--- config.mk ---
export PLATFORM = sky130hd
export DESIGN_NAME = mmc3_ext_core
export DESIGN_NICKNAME = d
export VERILOG_FILES = /design/src/rtl/mmc3_pkg.sv /design/src/rtl/mmc3_irq_ctr.sv /design/src/rtl/mmc3_ext_core.sv
export SDC_FILE = /design/constraint.sdc
export NUM_CORES = 1
export LEC_CHECK = 0
export BUFFER_PORTS_ARGS = -buffer_cell sky130_fd_sc_hd__buf_2
export CAP_MARGIN = 10
export CELL_PAD_IN_SITES_DETAIL_PLACEMENT = 1
export CELL_PAD_IN_SITES_GLOBAL_PLACEMENT = 2
export CORE_MARGIN = 2
export CORE_UTILIZATION = 46
export CTS_BUF_LIST = sky130_fd_sc_hd__clkbuf_8
export DETAILED_ROUTE_END_ITERATION = 12
export PLACE_DENSITY_LB_ADDON = 0.1
export SETUP_SLACK_MARGIN = 0.1
export SKIP_CTS_REPAIR_TIMING = 1
export SYNTH_ARGS = -nofsm -noshare
export SYNTH_HDL_FRONTEND = slang
export SYNTH_SLANG_ARGS = --single-unit
--- constraint.sdc ---
create_clock -name clk -period 7.4 [get_ports clk]
set_input_delay 0.74 -clock clk [delete_from_list [all_inputs] [get_ports clk]]
set_output_delay 0.74 -clock clk [all_outputs]
set_load 0.03 [all_outputs]
--- src/rtl/mmc3_pkg.sv ---
// rtl/mmc3_pkg.sv - shared types and constants for the MMC3-family mapper core
// SST address constants exist only when MMC3_SST_EN is defined.
package mmc3_pkg;

  typedef enum logic [1:0] {
    MODE_MMC3B = 2'd0,
    MODE_MMC3A = 2'd1,
    MODE_RAMBO = 2'd2,
    MODE_RSVD  = 2'd3
  } map_mode_t;

  // {a14, a13, a0} of a $8000-$FFFF write
  typedef enum logic [2:0] {
    REG_BANK_SEL   = 3'd0,
    REG_BANK_DATA  = 3'd1,
    REG_MIRROR     = 3'd2,
    REG_PRG_RAM    = 3'd3,
    REG_IRQ_LATCH  = 3'd4,
    REG_IRQ_RELOAD = 3'd5,
    REG_IRQ_DIS    = 3'd6,
    REG_IRQ_EN     = 3'd7
  } reg_sel_t;

  localparam logic [3:0] IDX_R8 = 4'd8;
  localparam logic [3:0] IDX_R9 = 4'd9;
  localparam logic [3:0] IDX_RF = 4'd15;

`ifdef MMC3_SST_EN
  localparam logic [7:0] SST_R8000 = 8'd16;
  localparam logic [7:0] SST_A000  = 8'd17;
  localparam logic [7:0] SST_A001  = 8'd18;
  localparam logic [7:0] SST_LATCH = 8'd19;
  localparam logic [7:0] SST_CNT   = 8'd20;
  localparam logic [7:0] SST_FLAGS = 8'd21;
`endif

  function automatic logic [7:0] bank_reset(input logic [3:0] idx);
    case (idx)
      4'd1:    bank_reset = 8'd2;
      4'd2:    bank_reset = 8'd4;
      4'd3:    bank_reset = 8'd5;
      4'd4:    bank_reset = 8'd6;
      4'd5:    bank_reset = 8'd7;
      4'd7:    bank_reset = 8'd1;
      4'd8:    bank_reset = 8'd1;
      4'd9:    bank_reset = 8'd3;
      default: bank_reset = 8'd0;
    endcase
  endfunction

endpackage

--- src/rtl/mmc3_irq_ctr.sv ---
// rtl/mmc3_irq_ctr.sv - scanline/CPU-cycle IRQ counter with A12 filter and prescaler
// Snapshot ports exist only when MMC3_SST_EN is defined.
module mmc3_irq_ctr import mmc3_pkg::*; #(
  parameter int A12_FILT = 3,
  parameter int CYC_DIV  = 4
) (
  input  logic       clk,
  input  logic       rst,
  input  logic       i_commit,
  input  logic [2:0] i_sel,
  input  logic [7:0] i_data,
  input  logic       i_a12,
  input  logic       i_m2_fall,
  input  logic [1:0] i_mode,
`ifdef MMC3_SST_EN
  input  logic       i_freeze,
  input  logic       i_sst_we,
  input  logic [7:0] i_sst_addr,
  input  logic [7:0] i_sst_di,
  output logic [7:0] o_latch,
  output logic [7:0] o_cnt,
  output logic [3:0] o_flags,
`endif
  output logic       o_irq_n
);

  localparam int FW = $clog2(A12_FILT + 1);
  localparam int PW = (CYC_DIV > 1) ? $clog2(CYC_DIV) : 1;

  logic [FW-1:0] r_filt;
  logic [PW-1:0] r_pre;
  logic [7:0]    r_latch, r_cnt;
  logic          r_a12_d, r_reload, r_en, r_pend, r_cyc;

  map_mode_t w_mode;
  logic      w_rambo, w_cyc, w_run, w_clk_ev, w_hit;
  logic [7:0] w_next;

  assign w_mode  = map_mode_t'(i_mode);
  assign w_rambo = (w_mode == MODE_RAMBO);
  assign w_cyc   = w_rambo & r_cyc;
`ifdef MMC3_SST_EN
  assign w_run   = ~i_freeze;
`else
  assign w_run   = 1'b1;
`endif

  assign w_clk_ev = w_cyc ? (i_m2_fall & (r_pre == PW'(CYC_DIV - 1)))
                          : (i_a12 & ~r_a12_d & (r_filt >= FW'(A12_FILT)));
  assign w_next   = (r_cnt == 8'd0 || r_reload) ? r_latch : r_cnt - 8'd1;
  // MMC3A only fires on a real 1->0 step or an explicit reload to zero
  assign w_hit    = (w_mode == MODE_MMC3A) ? (r_reload ? (r_latch == 8'd0) : (r_cnt == 8'd1))
                                           : (w_next == 8'd0);

  always_ff @(posedge clk) begin
    if (rst) begin
      r_filt <= '0; r_pre <= '0; r_latch <= '0; r_cnt <= '0;
      r_a12_d <= 1'b0; r_reload <= 1'b0; r_en <= 1'b0; r_pend <= 1'b0; r_cyc <= 1'b0;
    end else begin
      if (w_run) begin
        r_a12_d <= i_a12;
        if (i_a12) r_filt <= '0;
        else if (i_m2_fall && r_filt < FW'(A12_FILT)) r_filt <= r_filt + 1'b1;
        if (i_m2_fall) r_pre <= (r_pre == PW'(CYC_DIV - 1)) ? '0 : r_pre + 1'b1;
        if (w_clk_ev) begin
          r_cnt    <= w_next;
          r_reload <= 1'b0;
          if (w_hit && r_en) r_pend <= 1'b1;
        end
        // register writes land after the counter update so they win
        if (i_commit) begin
          case (reg_sel_t'(i_sel))
            REG_IRQ_LATCH: r_latch <= i_data;
            REG_IRQ_RELOAD: begin
              r_cnt <= 8'd0; r_reload <= 1'b1;
              if (w_rambo) begin r_cyc <= i_data[0]; r_pre <= '0; end
            end
            REG_IRQ_DIS: begin r_en <= 1'b0; r_pend <= 1'b0; end
            REG_IRQ_EN:  r_en <= 1'b1;
            default: ;
          endcase
        end
      end
`ifdef MMC3_SST_EN
      if (i_sst_we) begin
        if (i_sst_addr == SST_LATCH) r_latch <= i_sst_di;
        if (i_sst_addr == SST_CNT) r_cnt <= i_sst_di;
        if (i_sst_addr == SST_FLAGS) begin
          r_en <= i_sst_di[3]; r_reload <= i_sst_di[2]; r_pend <= i_sst_di[1]; r_cyc <= i_sst_di[0];
        end
      end
`endif
    end
  end

`ifdef MMC3_SST_EN
  assign o_latch = r_latch;
  assign o_cnt   = r_cnt;
  assign o_flags = {r_en, r_reload, r_pend, r_cyc};
`endif
  assign o_irq_n = ~r_pend;

endmodule

--- src/rtl/mmc3_ext_core.sv ---
// rtl/mmc3_ext_core.sv - MMC3B/MMC3A/RAMBO-1 mapper core: bus capture, bank file, PRG/CHR map
// Optional save-state port set guarded by MMC3_SST_EN.
module mmc3_ext_core import mmc3_pkg::*; #(
  parameter int PRG_W    = 8,
  parameter int CHR_W    = 8,
  parameter int A12_FILT = 3,
  parameter int CYC_DIV  = 4
) (
  input  logic             clk,
  input  logic             rst,
  input  logic [1:0]       i_map_mode,
  input  logic             i_mir_h,
  input  logic [7:0]       i_cpu_data,
  input  logic             i_cpu_a14,
  input  logic             i_cpu_a13,
  input  logic             i_cpu_a0,
  input  logic             i_cpu_ce_n,
  input  logic             i_cpu_rw,
  input  logic             i_cpu_m2,
  input  logic [2:0]       i_ppu_addr,
`ifdef MMC3_SST_EN
  input  logic             i_sst_act,
  input  logic             i_sst_we,
  input  logic [7:0]       i_sst_addr,
  input  logic [7:0]       i_sst_di,
  output logic [7:0]       o_sst_dato,
`endif
  output logic             o_irq_n,
  output logic             o_ciram_a10,
  output logic             o_ram_ce,
  output logic             o_ram_we_n,
  output logic             o_prg_ce_n,
  output logic [PRG_W-1:0] o_prg_addr,
  output logic [CHR_W-1:0] o_chr_addr
);

  logic [1:0] r_m2_sync, r_a12_sync;
  logic       r_m2_d, r_fall_d, r_cap_rw, r_cap_ce_n;
  logic [7:0] r_cap_data;
  logic [2:0] r_cap_sel;
  logic [7:0] r_bank [16];
  logic       r_chr_mode, r_prg_mode, r_k, r_mir;
  logic [3:0] r_idx;
  logic [1:0] r_a001;

  logic             w_rambo, w_k, w_commit, w_idx_ok, w_a12x;
  logic [3:0]       w_idx;
  logic [7:0]       w_chr;
  logic [PRG_W-1:0] w_fix2, w_prg;

  assign w_rambo = (map_mode_t'(i_map_mode) == MODE_RAMBO);
  assign w_k     = w_rambo & r_k;
  assign w_idx   = w_rambo ? r_idx : {1'b0, r_idx[2:0]};
  assign w_idx_ok = ~w_idx[3] | (w_idx == IDX_R8) | (w_idx == IDX_R9) | (w_idx == IDX_RF);
`ifdef MMC3_SST_EN
  assign w_commit = r_fall_d & ~r_cap_rw & ~r_cap_ce_n & ~i_sst_act;
`else
  assign w_commit = r_fall_d & ~r_cap_rw & ~r_cap_ce_n;
`endif

  always_ff @(posedge clk) begin
    if (rst) begin
      r_m2_sync <= '0; r_a12_sync <= '0; r_m2_d <= 1'b0; r_fall_d <= 1'b0;
      r_cap_rw <= 1'b1; r_cap_ce_n <= 1'b1; r_cap_data <= '0; r_cap_sel <= '0;
    end else begin
      r_m2_sync  <= {r_m2_sync[0], i_cpu_m2};
      r_a12_sync <= {r_a12_sync[0], i_ppu_addr[2]};
      r_m2_d     <= r_m2_sync[1];
      r_fall_d   <= r_m2_d & ~r_m2_sync[1];
      if (r_m2_sync[1]) begin
        r_cap_rw <= i_cpu_rw; r_cap_ce_n <= i_cpu_ce_n; r_cap_data <= i_cpu_data;
        r_cap_sel <= {i_cpu_a14, i_cpu_a13, i_cpu_a0};
      end
    end
  end

  always_ff @(posedge clk) begin
    if (rst) begin
      for (int i = 0; i < 16; i++) r_bank[i] <= bank_reset(4'(i));
      r_chr_mode <= 1'b0; r_prg_mode <= 1'b0; r_k <= 1'b0; r_idx <= '0;
      r_mir <= i_mir_h; r_a001 <= '0;
    end
`ifdef MMC3_SST_EN
    else if (i_sst_act) begin
      if (i_sst_we) begin
        if (i_sst_addr < 8'd16) r_bank[i_sst_addr[3:0]] <= i_sst_di;
        else if (i_sst_addr == SST_R8000) begin
          {r_chr_mode, r_prg_mode, r_k} <= i_sst_di[7:5]; r_idx <= i_sst_di[3:0];
        end
        else if (i_sst_addr == SST_A000) r_mir <= i_sst_di[0];
        else if (i_sst_addr == SST_A001) r_a001 <= i_sst_di[7:6];
      end
    end
`endif
    else if (w_commit) begin
      case (reg_sel_t'(r_cap_sel))
        REG_BANK_SEL: begin
          {r_chr_mode, r_prg_mode, r_k} <= r_cap_data[7:5]; r_idx <= r_cap_data[3:0];
        end
        REG_BANK_DATA: if (w_idx_ok) r_bank[w_idx] <= r_cap_data;
        REG_MIRROR:    r_mir <= r_cap_data[0];
        REG_PRG_RAM:   r_a001 <= r_cap_data[7:6];
        default: ;
      endcase
    end
  end

  // In PRG mode 1 the fixed/RF bank and R6 swap between $8000 and $C000
  always_comb begin
    w_fix2 = w_rambo ? PRG_W'(r_bank[IDX_RF]) : {{(PRG_W-1){1'b1}}, 1'b0};
    case ({i_cpu_a14, i_cpu_a13})
      2'b00:   w_prg = r_prg_mode ? w_fix2 : PRG_W'(r_bank[6]);
      2'b01:   w_prg = PRG_W'(r_bank[7]);
      2'b10:   w_prg = r_prg_mode ? PRG_W'(r_bank[6]) : w_fix2;
      default: w_prg = '1;
    endcase
  end

  assign w_a12x = i_ppu_addr[2] ^ r_chr_mode;
  always_comb begin
    w_chr = 8'd0;
    if (w_a12x) w_chr = r_bank[4'd2 + {2'b00, i_ppu_addr[1:0]}];
    else if (w_k) begin
      case (i_ppu_addr[1:0])
        2'b00:   w_chr = r_bank[0];
        2'b01:   w_chr = r_bank[IDX_R8];
        2'b10:   w_chr = r_bank[1];
        default: w_chr = r_bank[IDX_R9];
      endcase
    end else w_chr = {r_bank[{3'b000, i_ppu_addr[1]}][7:1], i_ppu_addr[0]};
  end

  assign o_prg_addr  = w_prg;
  assign o_chr_addr  = CHR_W'(w_chr);
  assign o_ciram_a10 = r_mir ? i_ppu_addr[1] : i_ppu_addr[0];
  assign o_ram_ce    = i_cpu_ce_n & i_cpu_a14 & i_cpu_a13 & r_a001[1];
  assign o_ram_we_n  = i_cpu_rw | r_a001[0];
  assign o_prg_ce_n  = i_cpu_ce_n | ~i_cpu_rw;

`ifdef MMC3_SST_EN
  logic [7:0] w_latch, w_cnt;
  logic [3:0] w_flags;
  always_comb begin
    o_sst_dato = 8'hFF;
    if (i_sst_addr < 8'd16) o_sst_dato = r_bank[i_sst_addr[3:0]];
    else if (i_sst_addr == SST_R8000) o_sst_dato = {r_chr_mode, r_prg_mode, r_k, 1'b0, r_idx};
    else if (i_sst_addr == SST_A000) o_sst_dato = {7'd0, r_mir};
    else if (i_sst_addr == SST_A001) o_sst_dato = {r_a001, 6'd0};
    else if (i_sst_addr == SST_LATCH) o_sst_dato = w_latch;
    else if (i_sst_addr == SST_CNT) o_sst_dato = w_cnt;
    else if (i_sst_addr == SST_FLAGS) o_sst_dato = {4'd0, w_flags};
  end
`endif

  mmc3_irq_ctr #(.A12_FILT(A12_FILT), .CYC_DIV(CYC_DIV)) u_irq (
    .clk       (clk),
    .rst       (rst),
    .i_commit  (w_commit),
    .i_sel     (r_cap_sel),
    .i_data    (r_cap_data),
    .i_a12     (r_a12_sync[1]),
    .i_m2_fall (r_fall_d),
    .i_mode    (i_map_mode),
`ifdef MMC3_SST_EN
    .i_freeze  (i_sst_act),
    .i_sst_we  (i_sst_act & i_sst_we),
    .i_sst_addr(i_sst_addr),
    .i_sst_di  (i_sst_di),
    .o_latch   (w_latch),
    .o_cnt     (w_cnt),
    .o_flags   (w_flags),
`endif
    .o_irq_n   (o_irq_n)
  );

endmodule
### After elaboration in Yosys (flattened, before gate mapping)

Memory sizes are Yosys's and may differ from the RTL's.
Index checks and enable logic that the tools add are counted.

* output and inout bits: 21
* bits in registers: 54
* logic and storage cells: 142
* memory bits (writable): 128
* memories kept: 1

Memories
* r_bank: depth 16, width 8, read ports 9, clocked after memory_dff 0, wr ports 16, line mmc3_ext_core.sv:41 `logic [7:0] r_bank [16];`

* $lt $le $gt $ge: 2
* equal/unequal tests: 18
* bitwise operators: 24
* reduce and logical (&&, ||, !) cells: 20
* $add $sub $neg: 4
* muxes and demuxes: 50

Operators with widths (count)
* $mux W8: 18
* $pmux W8 S3: 2
* $logic_not A8 Y1: 3
* $mux W1: 22
* $eq A3 B3 Y1 const B: 4
* $eq A4 B4 Y1 const B: 3
* $and A1 B1 Y1: 11
* $mux W2: 5
* $reduce_and A2 Y1: 5
* $eq A2 B2 Y1 const B: 4
* $eq A8 B1 Y1 const B: 1
* $mux W4: 2
* $reduce_or A8 Y1: 1
* $sub A8 B1 Y8 const B: 1
* $not A1 Y1: 7
* $eq A2 B1 Y1 const B: 3
* $eq A3 B2 Y1 const B: 2
* $reduce_bool A2 Y1: 3
* $or A1 B1 Y1: 5
* $add A2 B1 Y2 const B: 2
* $logic_not A2 Y1: 2
* $add A2 B2 Y3 const A: 1
* $eq A3 B1 Y1 const B: 1
* $logic_not A3 Y1: 1
* 8 further kinds: 9

### Longest topological paths before layout

* word-level depth: 13
* mapped depth: 9

### Cells and area by module

From an unflattened synthesis, not the netlist that was laid out.

* cell total of the unflattened synthesis: 578
* area total of the unflattened synthesis: 6710.2 um2

Modules (own cells, without submodules)
* mmc3_ext_core: cells an instance 420, area an instance 5367.6 um2, times used 1
* mmc3_irq_ctr: cells an instance 158, area an instance 1342.5 um2, times used 1

### Worst setup path before layout

Ideal clock, no wire load.

* kind: input port to output port
* start: input port i_ppu_addr[1]
* end: output port o_chr_addr[0]
* path slack: 4.524 ns
* required time: 6.660 ns
* arrival: 2.136 ns
* stages on the path: 5
* cell sequence: clkbuf_1 > buf_1 > mux4_2 > nand2_1 > o21ai_0

* longest elaborated chain between the ends: 4
* elaborated cells between the ends (all ways): 8
* those cells by class: 1 x add/sub; 2 x eq/ne; 3 x mux; 1 x reduce/logical; 1 x memory

Ends and longest elaborated chain
* start: declaration: line mmc3_ext_core.sv:20 `input logic [2:0] i_ppu_addr,`
* branches (longest 3 deep; another with $mem_v2 Z16 W8)
* $mux W8 *: line mmc3_ext_core.sv:122 `if (w_a12x) w_chr = r_bank[4'd2 + {2'b00, i_ppu_addr[1:0]}];`
* end: declaration: line mmc3_ext_core.sv:34 `output logic [CHR_W-1:0] o_chr_addr`

Every way passes the cells marked *.

### Final worst setup path

* start: input port i_map_mode[1]
* end: output port o_chr_addr[3]

* longest elaborated chain between the ends: 4

Ends and longest elaborated chain
* start: declaration: line mmc3_ext_core.sv:11 `input logic [1:0] i_map_mode,`
* $eq A2 B2 Y1: line mmc3_ext_core.sv:51 `assign w_rambo = (map_mode_t'(i_map_mode) == MODE_RAMBO);`
* $and A1 B1 Y1: line mmc3_ext_core.sv:52 `assign w_k = w_rambo & r_k;`
* $mux W8: line mmc3_ext_core.sv:123 `else if (w_k) begin`
* $mux W8: line mmc3_ext_core.sv:122

Every way passes these cells.

==> results.txt <==
----------------------------------------------------
[Drt]
  1st-iter DRT viols ... 217
  Via-to-Cell Ratio ... 5.39
  Routed length on met3 ... between 400 and 500 um
  Highest routed metal layer ... met4
  Routed length per instance ... between 15 and 20 um
  Total wirelength of the detailed-routed design ... 15500 um
  Wire length on met1 ... between 6000 and 7000 um
  Vias ... 4200
  Number of search-and-repair iterations in the first detailed-routing pass ... 4
  Total met2 wirelength after detailed routing ... roughly 8000 um
  DRC violations left ... 0
  Antenna-violating nets left ... 0

[Power]
  Pwr/cell area ... around 210 mW/mm^2
  Overall power consumption ... around 1500 uW
  Lkg Pwr ... 0.00266 uW
  Maximum resistive drop on vdd ... about 100 uV
  Switching component of the power ... 357 uW
  Portion of total power attributed to sequential cells ... 58.2%
  Share of total power consumed by net switching ... about a quarter
  Internal Power ... 1140 uW
  Combinational fraction of design power ... under 10%
  Clock share of power ... 35.5%

[Place]
  Weighted congestion at the end of routability-driven global placement ... slightly below 0.8
  Number of placed instances with taps included ... about 750
  I/O Buffers ... 42
  Detailed placer's ending HPWL ... ~11000 um

[STA]
  Measured slew at the worst slew-check pin ... between 1 and 1.5 ns
  Setup repair after global routing missed its margin ... false
  Fmax achieved ... between 0.2 and 0.3 GHz
  Final critical-path required period ... between 3 and 4 ns
  Period Utilization, post-route ... between 40% and 50%
  Worst slew slack as a fraction of its limit ... between 20% and 30%
  Final hold violation count ... 0
  Setup clock skew after layout ... slightly above 0.009 ns
  Number of endpoints failing setup at the final stage ... 0
  Final-layout worst hold slack ... about 0.44 ns
  Max Transition Viols Final ... 0
  Sum Neg Setup Slack ... 0 ns

[Floorplan]
  X dimension of the die ... approximately 120 um
  Number of ports placed on the die boundary ... 43
  Initial Utilization ... approximately 47%
  Die Y ... around 120 um
  Total core area ... around 0.014 sq mm
  Count of standard-cell rows ... 43
  Total Die Area ... 0.0151 sq mm

[Setup path]
  Worst r2r src ... u_irq.r_cnt[0]
  Slowest cell on the critical path ... sky130_fd_sc_hd__mux4_2
  Arrival time at the worst endpoint ... ~2.7 ns
  Crit path launch type ... primary input
  Startpoint-to-endpoint class of the critical path ... in2out
  Critical-path maximum fanout ... 8
  Most common cell type on the critical path ... sky130_fd_sc_hd__buf_2
  Worst Reg-to-Reg Cells ... 8
  Setup slack on the worst flop-to-flop path ... 4.61 ns
  Required arrival time at the worst endpoint ... roughly 6.7 ns
  Endpoint of the worst-slack reg-to-reg timing path ... u_irq.r_pend
  List of cells traversed by the critical path ... buf_2 -> nor2b_1 -> nand3_2 -> mux4_2 -> mux2_2 -> buf_2
  Type of element capturing the critical path ... primary output
  Slowest cell delay on critical path ... 0.54 ns

[Global routing]
  Total GRT Usage ... between 20% and 30%
  Maximum number of pins on one net before global-route repair ... between 60 and 70
  Antenna violations before repair ... 0
  Wire length of the first global-routing pass ... between 20000 and 25000 um
  Vias in the first global route ... between 4000 and 5000
  Total grt overflow ... 0

[Cells and area]
  Area taken by multi-input logic gates ... about 0.0026 sq mm
  Leading cell types in the layout, fill and taps excluded ... 89 x sky130_fd_sc_hd__edfxtp_1, 76 x sky130_fd_sc_hd__and2_1, 53 x sky130_fd_sc_hd__dfxtp_1, 52 x sky130_fd_sc_hd__nor2_1, 42 x sky130_fd_sc_hd__buf_2
  Commonest non-fill, non-tap cell in the layout ... sky130_fd_sc_hd__edfxtp_1
  Synthesis-to-layout area growth ... 9.86%
  Fraction of layout cells with a size suffix above 1 ... between 10% and 20%
  Final-stage net count ... 612
  # diodes ... 0
  Sequential cell area ... around 0.0037 sq mm
  Layout Cells excl Fill ... roughly 780
  Fillers ... ~1500

[Hold path]
  Worst Hold Path EP ... r_m2_sync[1]
  Hold Path Cell Cnt ... 1
  Startpoint of the lowest-slack hold path ... r_m2_sync[0]
  Hold Path Class ... reg2reg

[Logic synthesis]
  Mux cell area share after synthesis ... 11.3%
  Primary flip-flop cell chosen by synthesis mapping ... sky130_fd_sc_hd__edfxtp_1
  Share of the synthesized area in compound gates (AO/OA/AOI/OAI) ... about 5.7%
  Avg Synthesized Cell Area ... approximately 12 sq um
  Cell count after synthesis ... 556
  Number of warnings printed during yosys synthesis ... 0
  Xor and xnor area share after synthesis ... less than 1%
  Adder-Cell Fraction of Synth Area ... less than 1%
  Number of nets in the synthesized netlist ... 582
  #FFs+latches synth ... between 100 and 150
  Share of the yosys chip area belonging to registers ... 57.3%
  Main combinational cell family by area after synthesis ... simple AND/OR/NAND/NOR gates
  Post-synthesis async set-or-reset flop share ... 0%
  Post-synth design cell area ... 0.00652 sq mm
  Distinct cell type count after synthesis ... 47
  Simple-gate portion of the synthesized area ... a little over a fifth
  Number of flops mapped to enable cells by yosys ... 89

[Clock network]
  Clock tree from TritonCTS ... done
  Clk_lat worst skew ... roughly 0.45 ns
  Largest buffer count on any clock path ... 2
  Number of buffers created by CTS ... 17
  Number of H-tree levels ... 4
  Clock transition at the registers of the reported paths ... 0.07 ns
  Root buf cell ... sky130_fd_sc_hd__clkbuf_8
  Sink Count ... between 100 and 150

[Run]
  Max-cap violations ... 0

[Outcome]
  Result of the run ... completed

----------------------------------------------------
final cells by class:
| class | instances | share of cell area, % |
|---|---|---|
| Multi-Input combinational cell | 373 | 36.6 |
| Sequential cell | 142 | 52.1 |
| Clock buffer | 17 | 3.27 |
| Inverter | 7 | 0.367 |
| Timing Repair Buffer | 45 | 3.25 |
| Tap cell | 180 | 3.14 |
| Clock inverter | 15 | 1.26 |
power by group through the flow:
stage / Sequential, uW / Clock (uW) / Combinational, uW
after floorplan: 878 / 0 / 70.9
after global placement: 889 / 0 / 92.8
after detailed placement: 891 / 0 / 95.3
after CTS: 873 / 546 / 95.6
after global routing: 875 / 583 / 102
final: 873 / 533 / 94.0
kinds of logic (layout without fill, tap and decap cells):
group	after synthesis	in the layout
AND/OR/NAND/NOR	248	248
flip-flops	142	142
AO/OA/AOI/OAI	60	60
multiplexers	54	54
buffers and inverters	41	84
XOR/XNOR	7	7
adder cells (fa/ha/maj)	4	4
per-stage QoR:
stage	cell area (sq um)	utilization (%)	setup WS, ns
after floorplan	6520	-	4.52
after global placement	6840	49.3	3.96
after detailed placement	6840	49.3	3.90
after CTS	7160	51.6	3.90
after global routing	7160	51.6	3.73
final	7160	51.6	3.93
per-layer routing:
metal  global-route usage (%)  vias to the layer above
li1                         -                     2033
met1                     27.0                     2079
met2                     39.0                       65
met3                     4.29                       23
met4                     7.95                        0
met5                        0                        -
sequential cells by signal (all words and copies together), names as in the netlist, 2 cells and up:
signal	flops
u_irq.r_cnt	8
u_irq.r_latch	8
u_irq.r_filt	2
r_cap_data	8
r_a001	2
r_m2_sync	2
r_a12_sync	2
r_idx	4
u_irq.r_pre	2
r_cap_sel	3
r_bank	88
worst max path at each step:
stage / startpoint / to / slack (ns) / cells past startpoint
finish: i_map_mode[1] / o_chr_addr[3] / 3.93 / 6
global route: i_map_mode[1] / o_chr_addr[1] / 3.73 / 6
CTS: i_map_mode[1] / o_chr_addr[3] / 3.90 / 6
detailed placement: i_map_mode[1] / o_chr_addr[2] / 3.90 / 6
global placement: i_map_mode[1] / o_chr_addr[2] / 3.96 / 6
floorplan: i_ppu_addr[1] / o_chr_addr[0] / 4.52 / 5
worst max-delay path, delay by kind of cell:
| kind | cells | cell delay (ns) |
|---|---|---|
| buffers and inverters | 2 | 0.28 |
| muxes | 2 | 0.82 |
| and+or+nand+nor | 2 | 0.89 |
synthesized netlist by cell type (2+ instances only):
master	number	share of area, %
sky130_fd_sc_hd__or3_1	8	0.77
sky130_fd_sc_hd__nand2b_1	14	1.3
sky130_fd_sc_hd__o22a_1	9	1.2
sky130_fd_sc_hd__a211oi_1	2	0.23
sky130_fd_sc_hd__dfxtp_1	53	16
sky130_fd_sc_hd__nor2b_1	12	1.2
sky130_fd_sc_hd__or4_1	3	0.35
sky130_fd_sc_hd__nor4_2	2	0.38
sky130_fd_sc_hd__mux2_2	9	1.6
sky130_fd_sc_hd__nand3b_1	3	0.35
sky130_fd_sc_hd__ha_1	4	0.77
sky130_fd_sc_hd__and2_1	76	7.3
sky130_fd_sc_hd__nor3_1	5	0.38
sky130_fd_sc_hd__nor3_2	4	0.61
sky130_fd_sc_hd__buf_1	7	0.40
sky130_fd_sc_hd__xnor2_1	6	0.81
sky130_fd_sc_hd__and3_1	4	0.38
sky130_fd_sc_hd__o21ai_0	14	1.1
sky130_fd_sc_hd__nand3_1	12	0.92
sky130_fd_sc_hd__a211o_1	2	0.27
sky130_fd_sc_hd__nand2_1	29	1.7
sky130_fd_sc_hd__nor4b_1	2	0.27
sky130_fd_sc_hd__a21o_1	2	0.23
sky130_fd_sc_hd__clkbuf_1	23	1.3
sky130_fd_sc_hd__mux4_2	15	5.2
sky130_fd_sc_hd__a21oi_1	25	1.9
sky130_fd_sc_hd__buf_2	3	0.23
sky130_fd_sc_hd__inv_1	7	0.40
sky130_fd_sc_hd__mux2i_1	30	4.6
sky130_fd_sc_hd__edfxtp_1	89	41
sky130_fd_sc_hd__or2_2	12	1.2
sky130_fd_sc_hd__nor2_1	52	3.0
sky130_fd_sc_hd__nor3b_1	4	0.46
Note: power is estimated with default switching activity, not from simulation.
